### src/rtl/ucie_ctl_sb_pkg.sv
// Shared constants and state encoding for the UCIe sideband TX path.
package ucie_ctl_sb_pkg;

    localparam int PKT_W_C = 64;
    localparam int GAP_C   = 32;

    typedef enum logic [1:0] {
        SB_IDLE  = 2'd0,
        SB_SHIFT = 2'd1,
        SB_GAP   = 2'd2
    } sb_ser_states_e;

endpackage

### src/rtl/ucie_ctl_phy_sb_tx_serializer_if.sv
// Sideband message word stream into the serializer, with the credit return.
interface ucie_ctl_phy_sb_tx_serializer_if #(
    parameter int NC = 32
);

    logic          sb_data_valid;
    logic [NC-1:0] sb_data;
    logic          cfg_crd;

    modport master (
        output sb_data_valid,
        output sb_data,
        input  cfg_crd
    );

    modport slave (
        input  sb_data_valid,
        input  sb_data,
        output cfg_crd
    );

endinterface

### src/rtl/ucie_ctl_sb_pkt_fifo.sv
// Synchronous packet FIFO; pointers carry one extra wrap bit for full/empty.
module ucie_ctl_sb_pkt_fifo #(
    parameter int W     = 64,
    parameter int DEPTH = 4
) (
    input  logic                     i_clk,
    input  logic                     i_rst_n,
    input  logic                     i_push,
    input  logic                     i_pop,
    input  logic [W-1:0]             i_data,
    output logic [W-1:0]             o_data,
    output logic                     o_full,
    output logic                     o_empty,
    output logic [$clog2(DEPTH):0]   o_level
);

    localparam int AW = $clog2(DEPTH);
    localparam logic [AW:0] PONE = (AW+1)'(1);

    logic [W-1:0] mem [DEPTH];
    logic [AW:0]  wr_q;
    logic [AW:0]  rd_q;
    logic         wr_en;
    logic         rd_en;

    assign o_empty = (wr_q == rd_q);
    assign o_full  = (wr_q[AW] != rd_q[AW]) &&
                     (wr_q[AW-1:0] == rd_q[AW-1:0]);
    assign o_level = wr_q - rd_q;
    assign o_data  = mem[rd_q[AW-1:0]];

    // A push while full is legal only when the head leaves on the same edge.
    assign wr_en = i_push && (!o_full || i_pop);
    assign rd_en = i_pop && !o_empty;

    always_ff @(posedge i_clk or negedge i_rst_n) begin
        if (!i_rst_n) begin
            wr_q <= '0;
            rd_q <= '0;
        end else begin
            if (wr_en) wr_q <= wr_q + PONE;
            if (rd_en) rd_q <= rd_q + PONE;
        end
    end

    always_ff @(posedge i_clk) begin
        if (wr_en) mem[wr_q[AW-1:0]] <= i_data;
    end

endmodule

### src/rtl/ucie_ctl_phy_sb_tx_serializer.sv
// Sideband TX serializer: word assembly, packet FIFO, bit shifter with idle gap.
// Optional packet counter enabled by UCIE_CTL_SB_TX_PKT_CNT_EN.
module ucie_ctl_phy_sb_tx_serializer
    import ucie_ctl_sb_pkg::*;
#(
    parameter int NC    = 32,
    parameter int PKT_W = PKT_W_C,
    parameter int DEPTH = 4,
    parameter int GAP   = GAP_C
) (
    input  logic                               i_clk,
    input  logic                               i_rst_n,
    ucie_ctl_phy_sb_tx_serializer_if.slave     sb,
    output logic                               o_sb_ser_data,
    output logic                               o_sb_clk_en,
    output logic                               o_sb_busy,
    output logic                               o_ovf,
    output logic [15:0]                        o_pkt_cnt
);

    localparam int NW = PKT_W / NC;
    localparam int WW = (NW > 1) ? $clog2(NW) : 1;
    localparam int IW = $clog2(PKT_W);
    localparam int GW = (GAP > 1) ? $clog2(GAP) : 1;
    localparam int AW = $clog2(DEPTH);

    localparam logic [WW-1:0] WONE = WW'(1);
    localparam logic [IW-1:0] IONE = IW'(1);
    localparam logic [GW-1:0] GONE = GW'(1);

    sb_ser_states_e state_q, state_d;

    logic [WW-1:0]    wcnt_q;
    logic [PKT_W-1:0] asm_q, asm_d;
    logic             last_w;

    logic [PKT_W-1:0] sh_q, sh_d;
    logic [IW-1:0]    idx_q, idx_d;
    logic [GW-1:0]    gcnt_q, gcnt_d;
    logic             ser_d, en_d, load, pop, push, ovf_set;
    logic             crd_q, busy_d;

    logic [PKT_W-1:0] fifo_data;
    logic             fifo_full, fifo_empty;
    logic [AW:0]      fifo_lvl, lvl_n;

    assign last_w  = sb.sb_data_valid && (wcnt_q == WW'(NW-1));
    assign push    = last_w && (!fifo_full || pop);
    assign ovf_set = last_w && fifo_full && !pop;
    assign sb.cfg_crd = crd_q;

    always_comb begin
        asm_d = asm_q;
        asm_d[wcnt_q*NC +: NC] = sb.sb_data;
    end

    ucie_ctl_sb_pkt_fifo #(
        .W     (PKT_W),
        .DEPTH (DEPTH)
    ) u_fifo (
        .i_clk   (i_clk),
        .i_rst_n (i_rst_n),
        .i_push  (push),
        .i_pop   (pop),
        .i_data  (asm_d),
        .o_data  (fifo_data),
        .o_full  (fifo_full),
        .o_empty (fifo_empty),
        .o_level (fifo_lvl)
    );

    always_comb begin
        state_d = state_q;
        sh_d    = sh_q;
        idx_d   = idx_q;
        gcnt_d  = gcnt_q;
        load    = 1'b0;
        ser_d   = 1'b0;
        en_d    = 1'b0;
        unique case (1'b1)
            (state_q == SB_IDLE): begin
                load = !fifo_empty;
            end
            (state_q == SB_SHIFT): begin
                if (idx_q == IW'(PKT_W-1)) begin
                    state_d = SB_GAP;
                    gcnt_d  = '0;
                end else begin
                    ser_d = sh_q[0];
                    en_d  = 1'b1;
                    sh_d  = sh_q >> 1;
                    idx_d = idx_q + IONE;
                end
            end
            (state_q == SB_GAP): begin
                if (gcnt_q == GW'(GAP-1)) begin
                    load    = !fifo_empty;
                    state_d = fifo_empty ? SB_IDLE : state_q;
                end else begin
                    gcnt_d = gcnt_q + GONE;
                end
            end
            default: state_d = SB_IDLE;
        endcase
        // Loading drives bit 0 immediately; the register keeps the rest.
        if (load) begin
            state_d = SB_SHIFT;
            ser_d   = fifo_data[0];
            en_d    = 1'b1;
            sh_d    = fifo_data >> 1;
            idx_d   = '0;
        end
        pop    = load;
        lvl_n  = fifo_lvl + {{AW{1'b0}}, push} - {{AW{1'b0}}, pop};
        busy_d = (state_d != SB_IDLE) || (lvl_n != '0);
    end

    always_ff @(posedge i_clk or negedge i_rst_n) begin
        if (!i_rst_n) begin
            wcnt_q <= '0;
            asm_q  <= '0;
        end else if (sb.sb_data_valid) begin
            asm_q  <= asm_d;
            wcnt_q <= last_w ? '0 : wcnt_q + WONE;
        end
    end

    always_ff @(posedge i_clk or negedge i_rst_n) begin
        if (!i_rst_n) begin
            state_q       <= SB_IDLE;
            sh_q          <= '0;
            idx_q         <= '0;
            gcnt_q        <= '0;
            o_sb_ser_data <= 1'b0;
            o_sb_clk_en   <= 1'b0;
            o_sb_busy     <= 1'b0;
            o_ovf         <= 1'b0;
            crd_q         <= 1'b0;
        end else begin
            state_q       <= state_d;
            sh_q          <= sh_d;
            idx_q         <= idx_d;
            gcnt_q        <= gcnt_d;
            o_sb_ser_data <= ser_d;
            o_sb_clk_en   <= en_d;
            o_sb_busy     <= busy_d;
            o_ovf         <= o_ovf | ovf_set;
            crd_q         <= pop;
        end
    end

`ifdef UCIE_CTL_SB_TX_PKT_CNT_EN
    logic [15:0] pkt_cnt_q;

    always_ff @(posedge i_clk or negedge i_rst_n) begin
        if (!i_rst_n) begin
            pkt_cnt_q <= '0;
        end else if (pop) begin
            pkt_cnt_q <= pkt_cnt_q + 16'd1;
        end
    end

    assign o_pkt_cnt = pkt_cnt_q;
`else
    assign o_pkt_cnt = '0;
`endif

endmodule

### src/flat_wrapper.sv
// flat-port wrapper written by rule: the top's interface ports become plain ports
module ucie_ctl_phy_sb_tx_serializer_flat import ucie_ctl_sb_pkg::*;
#(
    parameter int NC    = 32,
    parameter int PKT_W = PKT_W_C,
    parameter int DEPTH = 4,
    parameter int GAP   = GAP_C
)
  (i_clk, i_rst_n, o_sb_ser_data, o_sb_clk_en, o_sb_busy, o_ovf, o_pkt_cnt, sb_sb_data_valid, sb_sb_data, sb_cfg_crd);
  ucie_ctl_phy_sb_tx_serializer_if #(.NC(NC)) sb_i ();
  input  logic i_clk;
  input  logic i_rst_n;
  output logic o_sb_ser_data;
  output logic o_sb_clk_en;
  output logic o_sb_busy;
  output logic o_ovf;
  output logic [15:0] o_pkt_cnt;
  input wire logic [$bits(sb_i.sb_data_valid)-1:0] sb_sb_data_valid;
  input wire logic [$bits(sb_i.sb_data)-1:0] sb_sb_data;
  output wire logic [$bits(sb_i.cfg_crd)-1:0] sb_cfg_crd;
  assign sb_i.sb_data_valid = sb_sb_data_valid;
  assign sb_i.sb_data = sb_sb_data;
  assign sb_cfg_crd = sb_i.cfg_crd;
  ucie_ctl_phy_sb_tx_serializer #(.NC(NC), .PKT_W(PKT_W), .DEPTH(DEPTH), .GAP(GAP)) u_core (.i_clk(i_clk), .i_rst_n(i_rst_n), .sb(sb_i), .o_sb_ser_data(o_sb_ser_data), .o_sb_clk_en(o_sb_clk_en), .o_sb_busy(o_sb_busy), .o_ovf(o_ovf), .o_pkt_cnt(o_pkt_cnt));
endmodule
### config.mk
export PLATFORM = sky130hd
export DESIGN_NAME = ucie_ctl_phy_sb_tx_serializer_flat
export DESIGN_NICKNAME = d
export VERILOG_FILES = /design/src/rtl/ucie_ctl_sb_pkg.sv /design/src/rtl/ucie_ctl_phy_sb_tx_serializer_if.sv /design/src/rtl/ucie_ctl_sb_pkt_fifo.sv /design/src/rtl/ucie_ctl_phy_sb_tx_serializer.sv /design/src/flat_wrapper.sv
export SDC_FILE = /design/constraint.sdc
export NUM_CORES = 1
export LEC_CHECK = 0
export CAP_MARGIN = 20
export CORE_MARGIN = 10
export CORE_UTILIZATION = 50
export CTS_CLUSTER_SIZE = 30
export DETAILED_ROUTE_END_ITERATION = 8
export PLACE_DENSITY = 0.72
export SETUP_SLACK_MARGIN = 0.15
export SLEW_MARGIN = 15
export SYNTH_ARGS = -nofsm -noshare
export SYNTH_HDL_FRONTEND = slang
export SYNTH_SLANG_ARGS = --single-unit
### constraint.sdc
create_clock -name i_clk -period 3.3 [get_ports i_clk]
set_clock_uncertainty 0.05 [all_clocks]
set_input_delay 0.66 -clock i_clk [delete_from_list [all_inputs] [get_ports i_clk]]
set_output_delay 0.66 -clock i_clk [all_outputs]
set_load 0.1 [all_outputs]
== After elaboration in Yosys (flattened, before gate mapping) ==
Memories as Yosys holds them, arrays and structs flattened.
Cells that the tools add are included.

* Bits in registers: 153
* Latch bits: 0
* Memory bits (writable): 256
* Bits in read-only memories: 0
* Bits of input ports: 35
* Output and inout bits: 21
* Logic and storage cells: 81
* Memories: 1

* $add $sub $neg: 9
* $mul: 0
* Div/mod/pow operators: 0
* Order comparisons: 0
* Equality and inequality tests: 10
* Shift-type cells: 2
* Mux-type cells: 26
* Bitwise gates (word level): 1
* Reductions and logical operators: 19

{| class="wikitable"
|+ Memory list
! memory !! words !! bits a word !! rd ports !! clocked after Yosys merged registers in !! wr ports !! RTL line !! RTL
|-
| u_core.u_fifo.mem || 4 || 64 || 1 || 0 || 1 || ucie_ctl_sb_pkt_fifo.sv:20 || <nowiki>logic [W-1:0] mem [DEPTH];</nowiki>
|}

{| class="wikitable"
|+ Operators by type and width
! operator !! number
|-
| two-way mux 64 bit || 3
|-
| bitwise mux 64 bit || 1
|-
| variable shift 32 x 34 -> 64 bit (first input constant) || 1
|-
| variable part select 32 x 34 -> 64 bit || 1
|-
| negator 6 -> 34 bit || 1
|-
| two-way mux 6 bit || 3
|-
| two-way mux 1 bit || 10
|-
| two-way mux 5 bit || 2
|-
| one-hot mux 5 bit (2 select lines) || 1
|-
| two-way mux 2 bit || 4
|-
| logical AND 1 bit || 7
|-
| adder 3 x 1 -> 3 bit (second input constant) || 2
|-
| adder 6 x 1 -> 6 bit (second input constant) || 1
|-
| == test 6 bit (second input constant) || 1
|-
| one-hot mux 2 bit (3 select lines) || 1
|-
| nonzero test 2 bit || 3
|-
| adder 5 x 1 -> 5 bit (second input constant) || 1
|-
| == test 5 bit (second input constant) || 1
|-
| != test 2 bit (second input constant) || 2
|-
| adder 3 x 1 -> 3 bit || 1
|-
| == test 3 bit || 1
|-
| zero test 1 bit || 3
|-
| AND reduction 3 bit || 1
|-
| nonzero test 3 bit || 1
|-
| other kinds (13) || 14
|}

== Longest topological paths before layout ==
* Depth in word-level cells: 10
* Depth in mapped cells: 17
* Gate-level depth less buffers: 14

== Modules after synthesis ==
Synthesis repeated with hierarchy kept, for this count alone.

* Cells, all modules: 922
* Area, all modules: 17211.5 µm²

{| class="wikitable"
|+ By module, submodules not included
! module !! times used !! cells each !! area each (µm²) !! sequential area each (µm²)
|-
| ucie_ctl_sb_pkt_fifo || 1 || 379 || 9700.6 || 7837.5
|-
| ucie_ctl_phy_sb_tx_serializer || 1 || 543 || 7511.0 || 3653.5
|}

== Worst setup path before layout ==
No wires, ideal clock.

* Kind: input to register
* From: in sb_sb_data_valid
* To: mem u_core.u_fifo.mem[0][0] (enable)
* Library setup time: 0.429 ns
* Data arrival time: 2.987 ns
* Required time: 2.821 ns
* Path slack: -0.167 ns
* Cell stages on the path: 5
* Buffers on the path: 3
* Path through: clkbuf_1 and2_1 buf_2 buf_2 and3_1

* Longest elaborated chain between the ends: 5

{| class="wikitable"
|+ Ends and longest elaborated chain
! item !! RTL line !! RTL
|-
| start: declaration || flat_wrapper.sv:18 || <nowiki>input wire logic [$bits(sb_i.sb_data_valid)-1:0] sb_sb_data_valid;</nowiki>
|-
| logical AND 1 bit || ucie_ctl_phy_sb_tx_serializer.sv:47 || <nowiki>assign last_w = sb.sb_data_valid && (wcnt_q == WW'(NW-1));</nowiki>
|-
| logical AND 1 bit || ucie_ctl_phy_sb_tx_serializer.sv:48 || <nowiki>assign push = last_w && (!fifo_full || pop);</nowiki>
|-
| logical AND 1 bit || ucie_ctl_sb_pkt_fifo.sv:33 || <nowiki>assign wr_en = i_push && (!o_full || i_pop);</nowiki>
|-
| two-way mux 1 bit || ucie_ctl_sb_pkt_fifo.sv:47 || <nowiki>if (wr_en) mem[wr_q[AW-1:0]] <= i_data;</nowiki>
|-
| two-way mux 1 bit (implied by the code) || ucie_ctl_sb_pkt_fifo.sv:47 ||
|-
| end: declaration || ucie_ctl_sb_pkt_fifo.sv:20 ||
|}

Every way passes these cells.

== Final worst setup path ==
* From: reg u_core.gcnt_q[0]
* To: reg u_core.o_sb_busy

* Longest elaborated chain between the ends: 9
* Elaborated cells on any way between the ends: 13
* Those cells by class: 2 x add/sub; 1 x eq/ne; 5 x mux; 5 x reduce/logical

{| class="wikitable"
|+ Ends and longest elaborated chain
! item !! RTL line !! RTL
|-
| start: declaration || ucie_ctl_phy_sb_tx_serializer.sv:39 || <nowiki>logic [GW-1:0] gcnt_q, gcnt_d;</nowiki>
|-
| start signal: assignment || ucie_ctl_phy_sb_tx_serializer.sv:143 || <nowiki>gcnt_q <= gcnt_d;</nowiki>
|-
| == test 5 bit (*) || ucie_ctl_phy_sb_tx_serializer.sv:96 || <nowiki>if (gcnt_q == GW'(GAP-1)) begin</nowiki>
|-
| two-way mux 1 bit || ucie_ctl_phy_sb_tx_serializer.sv:96 ||
|-
| one-hot mux 1 bit (2 select lines) || ucie_ctl_phy_sb_tx_serializer.sv:80 || <nowiki>unique case (1'b1)</nowiki>
|-
| logical OR 1 bit || ucie_ctl_phy_sb_tx_serializer.sv:48 ||
|-
| logical AND 1 bit || ucie_ctl_phy_sb_tx_serializer.sv:48 ||
|-
| adder 3 x 1 -> 3 bit || ucie_ctl_phy_sb_tx_serializer.sv:114 || <nowiki>lvl_n = fifo_lvl + {{AW{1'b0}}, push} - {{AW{1'b0}}, pop};</nowiki>
|-
| subtractor 3 x 1 -> 3 bit || ucie_ctl_phy_sb_tx_serializer.sv:114 ||
|-
| nonzero test 3 bit || ucie_ctl_phy_sb_tx_serializer.sv:115 || <nowiki>busy_d = (state_d != SB_IDLE) || (lvl_n != '0);</nowiki>
|-
| logical OR 1 bit (*) || ucie_ctl_phy_sb_tx_serializer.sv:115 ||
|-
| via u_core.busy_d || ucie_ctl_phy_sb_tx_serializer.sv:41 || <nowiki>logic crd_q, busy_d;</nowiki>
|-
| end signal: assignment || ucie_ctl_phy_sb_tx_serializer.sv:146 || <nowiki>o_sb_busy <= busy_d;</nowiki>
|-
| end: declaration || ucie_ctl_phy_sb_tx_serializer.sv:16 || <nowiki>output logic o_sb_busy,</nowiki>
|}

The timed path passes the listed nets; every way through them passes the cells marked *.
A chain may end at the register's enable or synchronous reset.

==> impl_metrics.ini <==
[yosys]
syn_area_per_cell_um2 = 16.20
synth_top_family_by_area = multiplexers
synth_compound_area_frac = 0.04576
synthAdderAreaFrac = 0.009935
ys_ff_latch = 408
synthMuxAreaShare = 0.1734
syn_inst = 1026
syn-cell-area_mm2 = 0.01662
yosysUniqueCellTypes = 35
yosys.area_share.simple = 0.04027
synth-seq-area-share = 0.6913
yosys_warnings = 0
synth_xor_area_frac = 0.009484

[final_layout]
final_cell_area_mm2 = 0.01880
fin_nets = 1119
n_fill_cell = 2495
drive_above_1_share = 0.2699
post-route-util = 0.5750
syn2layout_area_growth_pct = 13.10
seq_area_mm2 = 0.01150
multi_input_area_mm2 = 0.004733
final_cells = 1546
antenna_cells = 0

[timing]
rsz0062_at_grt = yes
max_freq_ghz = 0.3228
finalSetupViolCount = 0
hold_viol_final = 0
worstMarginPinSlew_ps = 1017
fin_tns_setup_ps = 0
relSlewSlack = 0.3219
finalCriticalPeriod_ps = 3098
fin_crit_sh = 0.9387
drv_slew = 0

[status]
status = finished clean

[critical_path]
critPathKind = register to register
crit_path_end_kind = register
path_cells = ha_2, and3_1, ha_1, nor2b_2, a311o_2, clkinv_8, fa_2, fa_1, inv_1, ha_1, xnor2_1, xnor2_1, nor3_1, nand4_1
cp_max_fo = 2
slowest_delay_ps = 480
start_kind = register
r2r_slack_ps = 200
critPathSlowestCell = fa_1
cp.arrival_ps = 3400
required_ps = 3600

[placement]
io_buffers = 39
dp.cells = 1468
placed_cell_area_mm2 = 0.01742
hpwl_mm = 16.54
gp_congestion = 0.7403

[grt]
grt_usage = 0.1524
grt_pass1_vias = 9277
antenna_found_initial = 0
grt-ovfl-total = 0
grt_max_degree = 80
grt_pass1_wl_mm = 50.52

[min_path]
hp-class = primary input to async pin

[route]
drcViolationCount = 0
num_vias = 8622
viasPerCell = 5.577
wl_per_cell_um = 20.17
antenna_left = 0
totalWireLength_mm = 31.18
first_iter_violations = 543
first_pass_iters = 5

[cts]
clk_latency_ps = 530
cts_root_buffer = clkbuf_16
cts_tree = built
cts_buffer_depth = 3
numCtsBuffers = 41
clk_pin_slew_ps = 60
clock-sinks = 408
h-tree-depth = 2
cts_hold_buf = 0

[power]
ir_drop_v = 0.0004917
p_sw_uw = 3599
clock_power_share = 0.321
p_int_uw = 10930
power_density_mw_per_mm2 = 772.9
p_sw_frac = 0.2477
p_seq_frac = 0.499
p_leak_uw = 0.006741
combPwrFrac = 0.180

[run]
cap_violations = 0

[die]
start_util = 0.5083
coreArea_mm2 = 0.03270
die_w_um = 202.3
dieArea_mm2 = 0.04094
ioPinCount = 56
num_rows = 66
die_y_um = 202.3
## flip-flops by register name (all words and copies together), names as in the netlist
| register | count |
|---|---|
| u_core.u_fifo.rd_q | 3 |
| u_core.state_q | 2 |
| u_core.gcnt_q | 5 |
| u_core.o_sb_busy | 1 |
| u_core.u_fifo.mem | 256 |
| u_core.o_sb_ser_data | 1 |
| u_core.idx_q | 6 |
| u_core.wcnt_q | 1 |
| u_core.o_ovf | 1 |
| u_core.sh_q | 63 |
| u_core.sb.cfg_crd | 1 |
| u_core.u_fifo.wr_q | 3 |
| u_core.asm_q | 64 |
| u_core.o_sb_clk_en | 1 |
## synth_stat cells (all sizes together)
| cell | count | share of area |
|---|---|---|
| o2111ai | 3 | 0.0016 |
| a22oi | 1 | 0.00045 |
| ha | 10 | 0.0075 |
| buf | 55 | 0.023 |
| xnor2 | 13 | 0.0068 |
| xor2 | 5 | 0.0026 |
| o22ai | 5 | 0.0019 |
| nand2 | 76 | 0.017 |
| edfxtp | 256 | 0.46 |
| a21oi | 127 | 0.038 |
| o21bai | 1 | 0.00045 |
| clkinv | 1 | 0.00053 |
| and3 | 7 | 0.0026 |
| fa | 2 | 0.0024 |
| mux2 | 128 | 0.087 |
| o21ai | 5 | 0.0015 |
| nand4 | 2 | 0.00075 |
| clkbuf | 21 | 0.0047 |
| dfrtp | 152 | 0.23 |
| conb | 1 | 0.00023 |
| and2 | 4 | 0.0015 |
| a22o | 1 | 0.00053 |
| nand2b | 2 | 0.00075 |
| nor2b | 2 | 0.00075 |
| nor3 | 2 | 0.00060 |
| nor2 | 66 | 0.015 |
| mux4 | 64 | 0.087 |
| nand3 | 4 | 0.0012 |
| a311oi | 1 | 0.00053 |
| inv | 8 | 0.0018 |
| a311o | 1 | 0.00060 |
## layout by cell type (no fill, tap or decap), types with 6 or more instances in the layout
cell type and n:
clkbuf_16 41, ha_1 9, clkinv_2 7, mux4_2 64, a21oi_1 126, dfrtp_1 149, mux2_2 128, bufinv_16 6
clkbuf_1 11, conb_1 16, buf_4 26, clkdlybuf4s50_1 32, nand2_1 76, edfxtp_1 256, xnor2_1 13, inv_1 8
nor2_1 66
## power groups by stage
stage	clock network (uW)	registers, uW	logic (uW)
2_1_floorplan	0	7290	1920
3_3_place_gp	0	7290	2550
3_5_place_dp	0	7350	2630
4_1_cts	4770	7260	2660
5_1_grt	4960	7340	2840
6_report	4670	7250	2610
## worst max-delay path: cells and delay by family, from the launching register on
kind                     cells  cell delay (ps)
flip-flops                   1              390
buffers and inverters        2              100
AND/OR/NAND/NOR              4              550
AO/OA/AOI/OAI                1              190
adder cells (fa/ha/maj)      5             1390
XOR/XNOR                     2              250
## cells by family (layout without fill, tap and decap cells)
group / after synthesis / count (layout)
flops: 408 / 408
simple gates: 165 / 165
xor+xnor: 18 / 18
fa+ha+maj: 12 / 12
other cells: 1 / 16
mux: 192 / 192
buf+inv: 85 / 148
compound gates: 145 / 145
## cell type report
| class | instances | share of cell area |
|---|---|---|
| repair buffers | 64 | 0.03254 |
| clock buffers | 55 | 0.05896 |
| multi-input cells | 548 | 0.2517 |
| inverters | 9 | 0.002462 |
| well taps | 442 | 0.02941 |
| clock inverters | 20 | 0.01338 |
| flip-flops and latches | 408 | 0.6115 |
## path summary, 6_finish.rpt
path / startpoint / to / cells past startpoint
worst max-delay path: u_core.gcnt_q[0] / u_core.o_sb_busy / 14
worst min-delay path: i_rst_n / u_core.asm_q[15] / 1
worst max register to register: u_core.gcnt_q[0] / u_core.o_sb_busy / 14
worst min register to register: u_core.sh_q[0] / u_core.sh_q[0] / 2
max in group asynchronous: i_rst_n / u_core.u_fifo.rd_q[0] / 2
min in group i_clk: u_core.sh_q[0] / u_core.sh_q[0] / 2
## layer usage
layer	track usage	vias up	wire length, um
met3	0.02591	31	1302
met4	0.03411	0	403
met2	0.2690	168	16190
met5	0	-	0
met1	0.1927	4511	13280
li1	-	3912	-
## through the flow
stage	power, uW	setup slack, ps	hold slack (ps)
CTS	14680	145.9	174.2
floorplan	9209	-8.708	314.4
detailed placement	9981	106.8	430.3
finish	14530	202.4	137.5
global placement	9840	166.4	422.0
global route	15150	30.00	193.7
## repair_timing
| item | in CTS | in global routing |
|---|---|---|
| pin swaps | 1 | 1 |
| endpoints found under the setup margin | 1 | 1 |
| buffers inserted | 2 | 1 |
| gates resized for setup | 0 | 1 |
Power figures use the tool's default switching activity.
